==> src/rtl/traceback_if.sv <==
// Column-in / bit-out handshake bundle for traceback_unit.
// master: the side that produces columns and consumes bits.
// slave:  the traceback unit itself.
interface traceback_if;
  logic       in_valid;
  logic       in_ready;
  logic [1:0] surv0, surv1, surv2, surv3;
  logic [6:0] pm0, pm1, pm2, pm3;
  logic       out_valid;
  logic       out_ready;
  logic       out_bit;
  logic       out_last;

  modport master (
    output in_valid, surv0, surv1, surv2, surv3, pm0, pm1, pm2, pm3, out_ready,
    input  in_ready, out_valid, out_bit, out_last
  );

  modport slave (
    input  in_valid, surv0, surv1, surv2, surv3, pm0, pm1, pm2, pm3, out_ready,
    output in_ready, out_valid, out_bit, out_last
  );
endinterface

==> src/rtl/traceback_unit.sv <==
// Block-based Viterbi traceback for a 4-state trellis.
// Collects TB_LEN survivor columns, traces back once from the best end state,
// then streams the decoded bits oldest first.
// Optional macro TB_ZERO_START_EN: always start traceback from state 00
// (zero-tail terminated frames); path metrics are then ignored.
module traceback_unit #(
  parameter int TB_LEN = 8
) (
  input logic          clk,
  input logic          rst_n,
  traceback_if.slave   tb_bus
);

  localparam int PW = $clog2(TB_LEN);
  localparam logic [PW-1:0] LAST = PW'(TB_LEN - 1);

  localparam logic [1:0] S_FILL  = 2'd0;
  localparam logic [1:0] S_TRACE = 2'd1;
  localparam logic [1:0] S_EMIT  = 2'd2;

  logic [1:0]                     state;
  logic [PW-1:0]                  wr_ptr, tr_ptr, rd_ptr;
  logic [1:0]                     cur;
  logic [1:0]                     start_st;
  logic [TB_LEN-1:0][3:0][1:0]    mem;
  logic [TB_LEN-1:0]              dbit;
  logic                           in_fire, out_fire;

  assign tb_bus.in_ready  = (state == S_FILL);
  assign tb_bus.out_valid = (state == S_EMIT);
  assign tb_bus.out_bit   = (state == S_EMIT) ? dbit[rd_ptr] : 1'b0;
  assign tb_bus.out_last  = (state == S_EMIT) && (rd_ptr == LAST);

  assign in_fire  = tb_bus.in_valid  && tb_bus.in_ready;
  assign out_fire = tb_bus.out_valid && tb_bus.out_ready;

`ifdef TB_ZERO_START_EN
  logic unused_pm;
  assign unused_pm = ^{tb_bus.pm0, tb_bus.pm1, tb_bus.pm2, tb_bus.pm3};

  // Terminated frames always end in state 00.
  always_comb begin
    start_st = 2'd0;
  end
`else
  logic [6:0] best_pm;

  // Argmin of the incoming path metrics; strict '<' keeps ties on the lowest index.
  always_comb begin
    best_pm  = tb_bus.pm0;
    start_st = 2'd0;
    if (tb_bus.pm1 < best_pm) begin best_pm = tb_bus.pm1; start_st = 2'd1; end
    if (tb_bus.pm2 < best_pm) begin best_pm = tb_bus.pm2; start_st = 2'd2; end
    if (tb_bus.pm3 < best_pm) begin best_pm = tb_bus.pm3; start_st = 2'd3; end
  end
`endif

  // Survivor memory: one 4x2-bit column per accepted input, no reset needed.
  always_ff @(posedge clk) begin
    if (in_fire)
      mem[wr_ptr] <= {tb_bus.surv3, tb_bus.surv2, tb_bus.surv1, tb_bus.surv0};
  end

  // Decoded bits captured during traceback; bit i is the MSB of the state at column i.
  always_ff @(posedge clk) begin
    if (state == S_TRACE)
      dbit[tr_ptr] <= cur[1];
  end

  // Control FSM: FILL -> TRACE (TB_LEN cycles) -> EMIT -> FILL.
  always_ff @(posedge clk) begin
    if (!rst_n) begin
      state  <= S_FILL;
      wr_ptr <= '0;
      tr_ptr <= '0;
      rd_ptr <= '0;
      cur    <= 2'd0;
    end else begin
      case (state)
        S_FILL: begin
          if (in_fire) begin
            if (wr_ptr == LAST) begin
              wr_ptr <= '0;
              cur    <= start_st;
              tr_ptr <= LAST;
              state  <= S_TRACE;
            end else begin
              wr_ptr <= wr_ptr + PW'(1);
            end
          end
        end
        S_TRACE: begin
          cur <= mem[tr_ptr][cur];
          if (tr_ptr == '0) state  <= S_EMIT;
          else              tr_ptr <= tr_ptr - PW'(1);
        end
        S_EMIT: begin
          if (out_fire) begin
            if (rd_ptr == LAST) begin
              rd_ptr <= '0;
              state  <= S_FILL;
            end else begin
              rd_ptr <= rd_ptr + PW'(1);
            end
          end
        end
        default: state <= S_FILL;
      endcase
    end
  end

endmodule

==> src/flat_wrapper.sv <==
// flat-port wrapper written by rule: the top's interface ports become plain ports
module traceback_unit_flat 
#(
  parameter int TB_LEN = 8
)
  (clk, rst_n, tb_bus_in_valid, tb_bus_surv0, tb_bus_surv1, tb_bus_surv2, tb_bus_surv3, tb_bus_pm0, tb_bus_pm1, tb_bus_pm2, tb_bus_pm3, tb_bus_out_ready, tb_bus_in_ready, tb_bus_out_valid, tb_bus_out_bit, tb_bus_out_last);
  traceback_if tb_bus_i ();
  input logic clk;
  input logic rst_n;
  input wire logic [$bits(tb_bus_i.in_valid)-1:0] tb_bus_in_valid;
  input wire logic [$bits(tb_bus_i.surv0)-1:0] tb_bus_surv0;
  input wire logic [$bits(tb_bus_i.surv1)-1:0] tb_bus_surv1;
  input wire logic [$bits(tb_bus_i.surv2)-1:0] tb_bus_surv2;
  input wire logic [$bits(tb_bus_i.surv3)-1:0] tb_bus_surv3;
  input wire logic [$bits(tb_bus_i.pm0)-1:0] tb_bus_pm0;
  input wire logic [$bits(tb_bus_i.pm1)-1:0] tb_bus_pm1;
  input wire logic [$bits(tb_bus_i.pm2)-1:0] tb_bus_pm2;
  input wire logic [$bits(tb_bus_i.pm3)-1:0] tb_bus_pm3;
  input wire logic [$bits(tb_bus_i.out_ready)-1:0] tb_bus_out_ready;
  output wire logic [$bits(tb_bus_i.in_ready)-1:0] tb_bus_in_ready;
  output wire logic [$bits(tb_bus_i.out_valid)-1:0] tb_bus_out_valid;
  output wire logic [$bits(tb_bus_i.out_bit)-1:0] tb_bus_out_bit;
  output wire logic [$bits(tb_bus_i.out_last)-1:0] tb_bus_out_last;
  assign tb_bus_i.in_valid = tb_bus_in_valid;
  assign tb_bus_i.surv0 = tb_bus_surv0;
  assign tb_bus_i.surv1 = tb_bus_surv1;
  assign tb_bus_i.surv2 = tb_bus_surv2;
  assign tb_bus_i.surv3 = tb_bus_surv3;
  assign tb_bus_i.pm0 = tb_bus_pm0;
  assign tb_bus_i.pm1 = tb_bus_pm1;
  assign tb_bus_i.pm2 = tb_bus_pm2;
  assign tb_bus_i.pm3 = tb_bus_pm3;
  assign tb_bus_i.out_ready = tb_bus_out_ready;
  assign tb_bus_in_ready = tb_bus_i.in_ready;
  assign tb_bus_out_valid = tb_bus_i.out_valid;
  assign tb_bus_out_bit = tb_bus_i.out_bit;
  assign tb_bus_out_last = tb_bus_i.out_last;
  traceback_unit #(.TB_LEN(TB_LEN)) u_core (.clk(clk), .rst_n(rst_n), .tb_bus(tb_bus_i));
endmodule
==> config.mk <==
export PLATFORM = sky130hd
export DESIGN_NAME = traceback_unit_flat
export DESIGN_NICKNAME = d
export VERILOG_FILES = /design/src/rtl/traceback_if.sv /design/src/rtl/traceback_unit.sv /design/src/flat_wrapper.sv
export SDC_FILE = /design/constraint.sdc
export NUM_CORES = 1
export LEC_CHECK = 0
export CORE_ASPECT_RATIO = 0.5
export CORE_MARGIN = 2
export CORE_UTILIZATION = 39
export CTS_CLUSTER_DIAMETER = 200
export DETAILED_ROUTE_END_ITERATION = 8
export DONT_BUFFER_PORTS = 1
export PLACE_DENSITY = 0.59
export SYNTH_ARGS = -nofsm -noshare
export SYNTH_HDL_FRONTEND = slang
export SYNTH_SLANG_ARGS = --single-unit
==> constraint.sdc <==
create_clock -name clk -period 7.4 [get_ports clk]
set_input_delay 0.74 -clock clk [delete_from_list [all_inputs] [get_ports clk]]
set_output_delay 0.74 -clock clk [all_outputs]
set_load 0.02 [all_outputs]
==> results of run 1 <==
## cells in the final DEF (no fill, tap or decap), types with 4 or more instances in the layout
master | Yosys | final
o21ai_0 | 11 | 11
mux2i_1 | 6 | 6
nand2b_1 | 6 | 6
nor3_1 | 10 | 10
nor2b_1 | 11 | 11
edfxtp_1 | 72 | 72
dfxtp_1 | 13 | 13
nor2_1 | 32 | 32
a2111oi_0 | 4 | 4
a21oi_1 | 24 | 24
mux4_2 | 7 | 7
a21boi_0 | 5 | 5
clkbuf_16 | 0 | 9
mux4_1 | 9 | 9
ha_1 | 24 | 24
inv_1 | 11 | 11
nand2_1 | 25 | 25
## sequential cells by signal, summed over array words and instances, names as in the netlist
| register | flops |
|---|---|
| u_core.cur | 2 |
| u_core.dbit | 8 |
| u_core.mem | 64 |
| u_core.rd_ptr | 3 |
| u_core.state | 2 |
| u_core.tr_ptr | 3 |
| u_core.wr_ptr | 3 |
## critical path, stage by stage
cell	delay [ns]
inv_1	0.03
ha_1	0.28
a211oi_1	0.25
nor2_1	0.14
a211oi_2	0.67
nor2_1	0.09
a21oi_1	0.20
ha_1	0.28
a21oi_1	0.13
o21ai_0	0.16
a2111o_1	0.43
o21ai_2	0.44
nor2_1	0.09
a21oi_1	0.14
ha_1	0.27
a21oi_1	0.15
o21ai_0	0.12
a2111oi_0	0.38
o211ai_1	0.13
o21ai_0	0.26
nand2_1	0.09
a31oi_1	0.17
## worst min path at each step
stage,depth (start not counted),start,end,slack (ns)
floorplan,2,u_core.rd_ptr[2]$_SDFFE_PN0P_,u_core.rd_ptr[2]$_SDFFE_PN0P_,0.47
global placement,2,u_core.rd_ptr[2]$_SDFFE_PN0P_,u_core.rd_ptr[2]$_SDFFE_PN0P_,0.48
detailed placement,2,u_core.rd_ptr[2]$_SDFFE_PN0P_,u_core.rd_ptr[2]$_SDFFE_PN0P_,0.50
CTS,0,tb_bus_surv2[1],u_core.mem[53]$_DFFE_PP_,0.48
global route,0,tb_bus_surv3[1],u_core.mem[39]$_DFFE_PP_,0.47
finish,0,tb_bus_surv3[1],u_core.mem[39]$_DFFE_PP_,0.49
## metal layers
metal  vias to the layer above  wire length [um]
met3                        11               542
met5                         -                 0
li1                       1223                 -
met2                        61              3780
met4                         0               125
met1                      1225              3830
## stage by stage
step / instances / area, um^2
6_report: 463 / 4660
5_1_grt: 463 / 4660
4_1_cts: 463 / 4660
3_5_place_dp: 447 / 4320
3_3_place_gp: 447 / 4320
2_1_floorplan: 316 / 4190
## cell type report
cell class                 count  area share
tap                          140      0.0376
clock inverter                 6      0.0250
clock buffer                  10      0.0491
sequential                    85       0.520
multi-input combinational    207       0.354
inverter                      12     0.00966
timing repair buffer           3     0.00483
## power groups by stage
stage / clock, mW / sequential [mW] / combinational (mW)
finish: 0.518 / 0.529 / 0.0887
global route: 0.551 / 0.529 / 0.104
CTS: 0.527 / 0.529 / 0.0889
detailed placement: 0 / 0.539 / 0.0882
global placement: 0 / 0.539 / 0.0836
floorplan: 0 / 0.538 / 0.0730
## cell families (layout without fill, tap and decap cells)
group | Yosys count | count (layout)
AOI/OAI and AO/OA | 64 | 64
adders and majority gates | 24 | 24
buffers and inverters | 24 | 31
DFF | 85 | 85
muxes | 23 | 23
and+or+nand+nor | 96 | 96
==> impl_results.md, run 1 <==
* Simple-gate share of the synthesized area at 0.107
* Largest family of logic cells by synthesized area: multiplexers
* RR Startpoint: u_core.tr_ptr[1]$_SDFFE_PN0P_
* Max Clk Rate at 0.185 GHz
* P_leak at roughly 1.6 nW
* Top-Level Pins at 44
* Synth Cell Area at 0.00419 mm^2
* Post-cts repair resize count at 0
* Startpoint types: primary input
* Filler cells at about 900
* Sequential Power Share at 0.466
* Cell Pwr Density at 244 mW/mm^2
* Fraction of layout cells with a size suffix above 1 at 0.0960
* Maximum VDD drop at approximately 0.14 mV
* Worst Setup EP: u_core.cur[0]$_SDFFE_PN0P_
* Reg area at between 0.002 and 0.0025 mm^2
* Crit Path Category: primary input to flip-flop
* Cell count of the worst reg-to-reg path at 6
* Top-area cell type share of the netlist area at 0.516
* Post-detail-place hpwl at ~5800 um
* Synth top area cells: edfxtp_1 52%, ha_1 7.2%, dfxtp_1 6.2%
* Synth Area in Adders at 0.0716
* Initial core utilization at 0.405
* DRC violations left at 0
* Post-Place Setup Slack at 1.67 ns
* Mux contribution to synthesized area at 0.111
* TNS Setup at 0 ns
* Via count at 2520
* Syn Nets at 380
* Nets at around 380
* Final Setup Violations at 0
* Met2 usage in global routing at 0.246
* Hold_buf cts at 0
* RSZ-0062 raised after global routing: no
* Clk_lat worst skew at between 0.3 and 0.4 ns
* All-Layer GR Usage at 0.154
* Arrival time worst endpoint at around 5.7 ns
* Synth Area in Compound Gates at 0.104
* CTS tree: yes
* Initial antenna violation count at 0
* Distinct cells, synth at 44
* Detail Route Antenna Nets at 0
* Crit path launch: tb_bus_pm0[4]
* Root Buffer: clkbuf_16
* Tcrit/Tclk final at 0.730
* P_sw at about 0.24 mW
* Tmin final at between 5 and 6 ns
* Die Ht at roughly 77 um
* Pre-antenna DRT Iters at 4
* Starting DRT DRC Count at between 100 and 150
* GR peak layer: met2
* Drt wl/cell at between 15 and 20 um
* Post-synth EDFFs at 72
* Worst Tran Pin Value at roughly 1 ns
* Die W at between 150 and 200 um
* Synth Area per Inst at 13.3 um^2
* Final hold vios at 0
* Vias in the first global route at 2582
* Worst setup margin at between 1.5 and 2 ns
* Final Skew at ~0.0068 ns
* Sw frac at 0.211
* Slew HR at 0.347
* Synth Instances at roughly 320
* Synth cell count leaders: 72 x edfxtp_1, 32 x nor2_1, 25 x nand2_1
* First-pass GRT wire length at about 13000 um
* ANT cells at 0
* Cell-internal power at 0.896 mW
* Total gr overflow at 0
* Worst hold path type: primary input to flip-flop
* Clk pwr share at 0.456
* TritonCTS Buffers at 9
* Fraction of registers with async set/reset at 0
* DRT Wirelength at ~8300 um
* Most frequent cell after synthesis: edfxtp_1
* Worst setup EP type: flip-flop
* Pin count of the biggest net entering global routing at 29
* Synth warn at 0
* Yosys top cell by area: edfxtp_1
* Reg2Reg Setup Slack at 4.87 ns
* Seq cells post-synth at 85
* Worst Path Required at 7.66 ns
* Main flop type after synthesis: edfxtp_1
* Max-cap violations at 0
* Row count at 26
* Sequential share of the synthesized area at 0.578
* Vias per cell at approximately 5.4
* Combinational group share of total power at 0.078
* Clock transition at path regs at about 0.06 ns
* Status: completed
* TritonCTS Sinks at 85
* GRT met1 Usage at 0.192
* Placer Congestion at 0.754
* Post-synthesis xor/xnor area fraction at 0
* Core box area at ~0.010 mm^2
* Area of the multi-input gates at ~0.0017 mm^2
* Crit Path Max Fanout at 13
* Met3 usage at 0.0518
* Die outline area at about 0.012 mm^2
* H-Tree Depth at 3
* Worst reg2reg path endpoint: u_core.cur[0]$_SDFFE_PN0P_
* Post-CTS Setup Bufs at 0
* Tot Pwr at roughly 1.1 mW
* Layout area overhead at 11.2%
* Port Buffers at 0
* End-of-flow core utilization at 0.451
* Clock Path Buffers at 2
* Pins over their slew limit at 0
* Hold WS at approximately 0.5 ns
No activity file was read; power rests on OpenSTA's default activity.
==> inputs of run 2 (changes only) <==
--- a/config.mk
+++ b/config.mk
@@ -11,7 +11,7 @@
 export CTS_CLUSTER_DIAMETER = 200
 export DETAILED_ROUTE_END_ITERATION = 8
 export DONT_BUFFER_PORTS = 1
-export PLACE_DENSITY = 0.59
+export PLACE_DENSITY = 0.61
 export SYNTH_ARGS = -nofsm -noshare
 export SYNTH_HDL_FRONTEND = slang
 export SYNTH_SLANG_ARGS = --single-unit
==> constraint.sdc (replaced) <==
create_clock -name clk -period 4.65 [get_ports clk]
set_input_delay 0.465 -clock clk [delete_from_list [all_inputs] [get_ports clk]]
set_output_delay 0.465 -clock clk [all_outputs]
set_load 0.02 [all_outputs]
==> impl_results.md, run 2 (synthesis gave the netlist of run 1 again) <==
* Final hold vios at 0 (unchanged)
* P_leak at 1.63 nW (+1.6%)
* Worst Tran Pin Value at 0.955 ns (-0.0211 ns)
* Worst setup EP type: flip-flop
* TritonCTS Sinks at 85 (unchanged)
* Arrival time worst endpoint at 4.62 ns (-1.04 ns)
* Tcrit/Tclk final at 0.938
* Filler cells at 910 (+0.89%)
* Commonest non-fill, non-tap cell in the layout: edfxtp_1
* Total gr overflow at 0 (unchanged)
* DP Cell Count at 456 (+2.0%)
* Top-Level Pins at 44 (unchanged)
* DRC violations left at 0 (unchanged)
* Max reg flops at 64 (unchanged)
* Detail Route Antenna Nets at 0 (unchanged)
* Nets at 392 (+2.6%)
* Non-Filler Instances at 473 (+2.2%)
* Clock Path Buffers at 2 (unchanged)
* Fraction of layout cells with a size suffix above 1 at 0.132 (+0.0362)
* Slew HR at 0.362 (+0.0156)
* Cell count of the worst reg-to-reg path at 6 (unchanged)
* Most frequent cells in the layout: 72 x edfxtp_1, 32 x nor2_1, 25 x nand2_1
* Port Buffers at 0 (unchanged)
* Worst Setup EP: u_core.cur[1]$_SDFFE_PN0P_
* RR Startpoint: u_core.tr_ptr[1]$_SDFFE_PN0P_
* Worst hold path type: primary input to flip-flop
* Status: completed
* Cell Pwr Density at 364 mW/mm^2 (+49%)
* Pins over their slew limit at 0 (unchanged)
* Startpoint types: primary input
* Crit Path Max Fanout at 8 (-5)
* Max-cap violations at 0 (unchanged)
* Top Registers: u_core.mem x64, u_core.dbit x8
* DRT Wirelength at 8520 um (+2.9%)
* Vias per cell at 5.52 (+1.4%)
* Starting DRT DRC Count at 178 (+28%)
* Die outline area at 0.0116 mm^2 (unchanged)
* CTS tree: yes
* Layout area overhead at 12.4%
* Via count at 2611 (+3.6%)
* Row count at 26 (unchanged)
* All-Layer GR Usage at 0.153 (-0.000307)
* Tmin final at approximately 4.4 ns
* Pin count of the biggest net entering global routing at 21 (-28%)
* Reg area at 0.00242 mm^2 (unchanged)
* Initial core utilization at 0.405 (unchanged)
* First-pass GRT wire length at 13500 um (+1.5%)
* Pre-antenna DRT Iters at 4 (unchanged)
* ANT cells at 0 (unchanged)
* Maximum VDD drop at 0.185 mV (+36%)
* Worst Path Required at 4.90 ns (-2.76 ns)
* TritonCTS Buffers at 9 (unchanged)
* Max Clk Rate at around 0.23 GHz
* TNS Setup at 0 ns (unchanged)
* Vias in the first global route at 2714 (+5.1%)
* Die W at 151 um (unchanged)
* Area of the multi-input gates at 0.00168 mm^2 (+1.6%)
* Initial antenna violation count at 0 (unchanged)
* Hold_buf cts at 0 (unchanged)
* Core box area at 0.0103 mm^2 (unchanged)
* Clock transition at path regs at 0.07 ns (about the same)
* Post-detail-place hpwl at 5910 um (+2.4%)
* Die Ht at 77.3 um (unchanged)
* H-Tree Depth at 3 (unchanged)
* Drt wl/cell at 18.0 um (+0.68%)
* RSZ-0062 raised after global routing: no
* Crit Path Category: primary input to flip-flop
* Reg2Reg Setup Slack at 2.05 ns (-2.82 ns)
* Final Setup Violations at 0 (unchanged)
* Largest Register: u_core.mem
* Crit path launch: tb_bus_pm0[4]
* Root Buffer: clkbuf_16
* Worst reg2reg path endpoint: u_core.cur[0]$_SDFFE_PN0P_
* Placer Congestion at 0.780 (+3.5%)
* Final Skew at 0.00929 ns (+0.00253 ns)
* Clk_lat worst skew at 0.34 ns (about the same)
run 2: cell types whose count changed in the layout (fill, tap and decap cells not counted), moves of 2 or more:
cell | previous run | this run
a21oi_1 | 24 | 22
a21oi_2 | 1 | 3
buf_4 | 3 | 13
bufinv_16 | 3 | 1
clkinv_1 | 1 | 3
o21ai_0 | 11 | 8
o21ai_1 | 1 | 4
run 2: how the worst min path moves through the flow:
stage | cells after the start | endpoint | start | slack [ns]
2_1_floorplan | 2 | u_core.rd_ptr[2]$_SDFFE_PN0P_ | u_core.rd_ptr[2]$_SDFFE_PN0P_ | 0.47
3_3_place_gp | 2 | u_core.rd_ptr[2]$_SDFFE_PN0P_ | u_core.rd_ptr[2]$_SDFFE_PN0P_ | 0.49
3_5_place_dp | 2 | u_core.rd_ptr[2]$_SDFFE_PN0P_ | u_core.rd_ptr[2]$_SDFFE_PN0P_ | 0.51
4_1_cts | 0 | u_core.mem[28]$_DFFE_PP_ | tb_bus_surv2[0] | 0.21
5_1_grt | 0 | u_core.mem[46]$_DFFE_PP_ | tb_bus_surv3[0] | 0.20
6_report | 0 | u_core.mem[28]$_DFFE_PP_ | tb_bus_surv2[0] | 0.22
run 2: routing by layer:
metal | GRT usage | wire, um | up-vias
met3 | 0.0536 | 606 | 16
met1 | 0.190 | 3830 | 1284
met4 | 0.0636 | 187 | 0
li1 | - | - | 1237
met2 | 0.245 | 3890 | 74
met5 | 0 | 0 | -
run 2: what timing repair did:
item                                    CTS  global route
pin swaps                                 0             4
resized for setup                         2             7
endpoints found under the setup margin    2             2
setup buffers                             0             1
endpoints found under the hold margin     0             0
run 2: through the flow:
step           area [um^2]  setup slack [ns]  utilization  hold WS (ns)  total power [mW]
2_1_floorplan         4190            0.0423            -         0.474             0.973
3_3_place_gp          4380           -0.0471        0.424         0.486              1.01
3_5_place_dp          4380            -0.405        0.424         0.507              1.02
4_1_cts               4690            0.0431        0.453         0.210              1.72
5_1_grt               4710           0.00308        0.456         0.199              1.79
6_report              4710             0.288        0.456         0.215              1.72
run 2: layout make-up:
cell class                      instances  share of cell area
Sequential cell                        85               0.514
Multi-Input combinational cell        207               0.356
Clock buffer                            9              0.0478
Tap cell                              140              0.0372
Timing Repair Buffer                   13              0.0207
Clock inverter                          7              0.0151
Inverter                               12             0.00956
run 2: critical path: stages:
cell,delay [ns]
inv_1,0.03
ha_1,0.30
a211oi_2,0.23
nor2_1,0.09
a211oi_2,0.19
buf_4,0.19
nor2_1,0.06
a21oi_2,0.15
ha_1,0.27
a21oi_1,0.14
o21ai_1,0.11
a2111o_1,0.45
o21ai_4,0.24
nor2_1,0.07
a21oi_1,0.15
ha_1,0.27
a21oi_1,0.15
o21ai_1,0.12
a2111oi_2,0.36
o211ai_1,0.14
o21ai_1,0.19
nor3_1,0.07
nor3_1,0.18
run 2: power by group:
part           total [mW]  leakage, nW  internal (mW)  switching, mW
Sequential          0.842        0.779          0.838        0.00424
Combinational       0.171        0.713         0.0780         0.0934
Clock               0.703        0.142          0.417          0.286
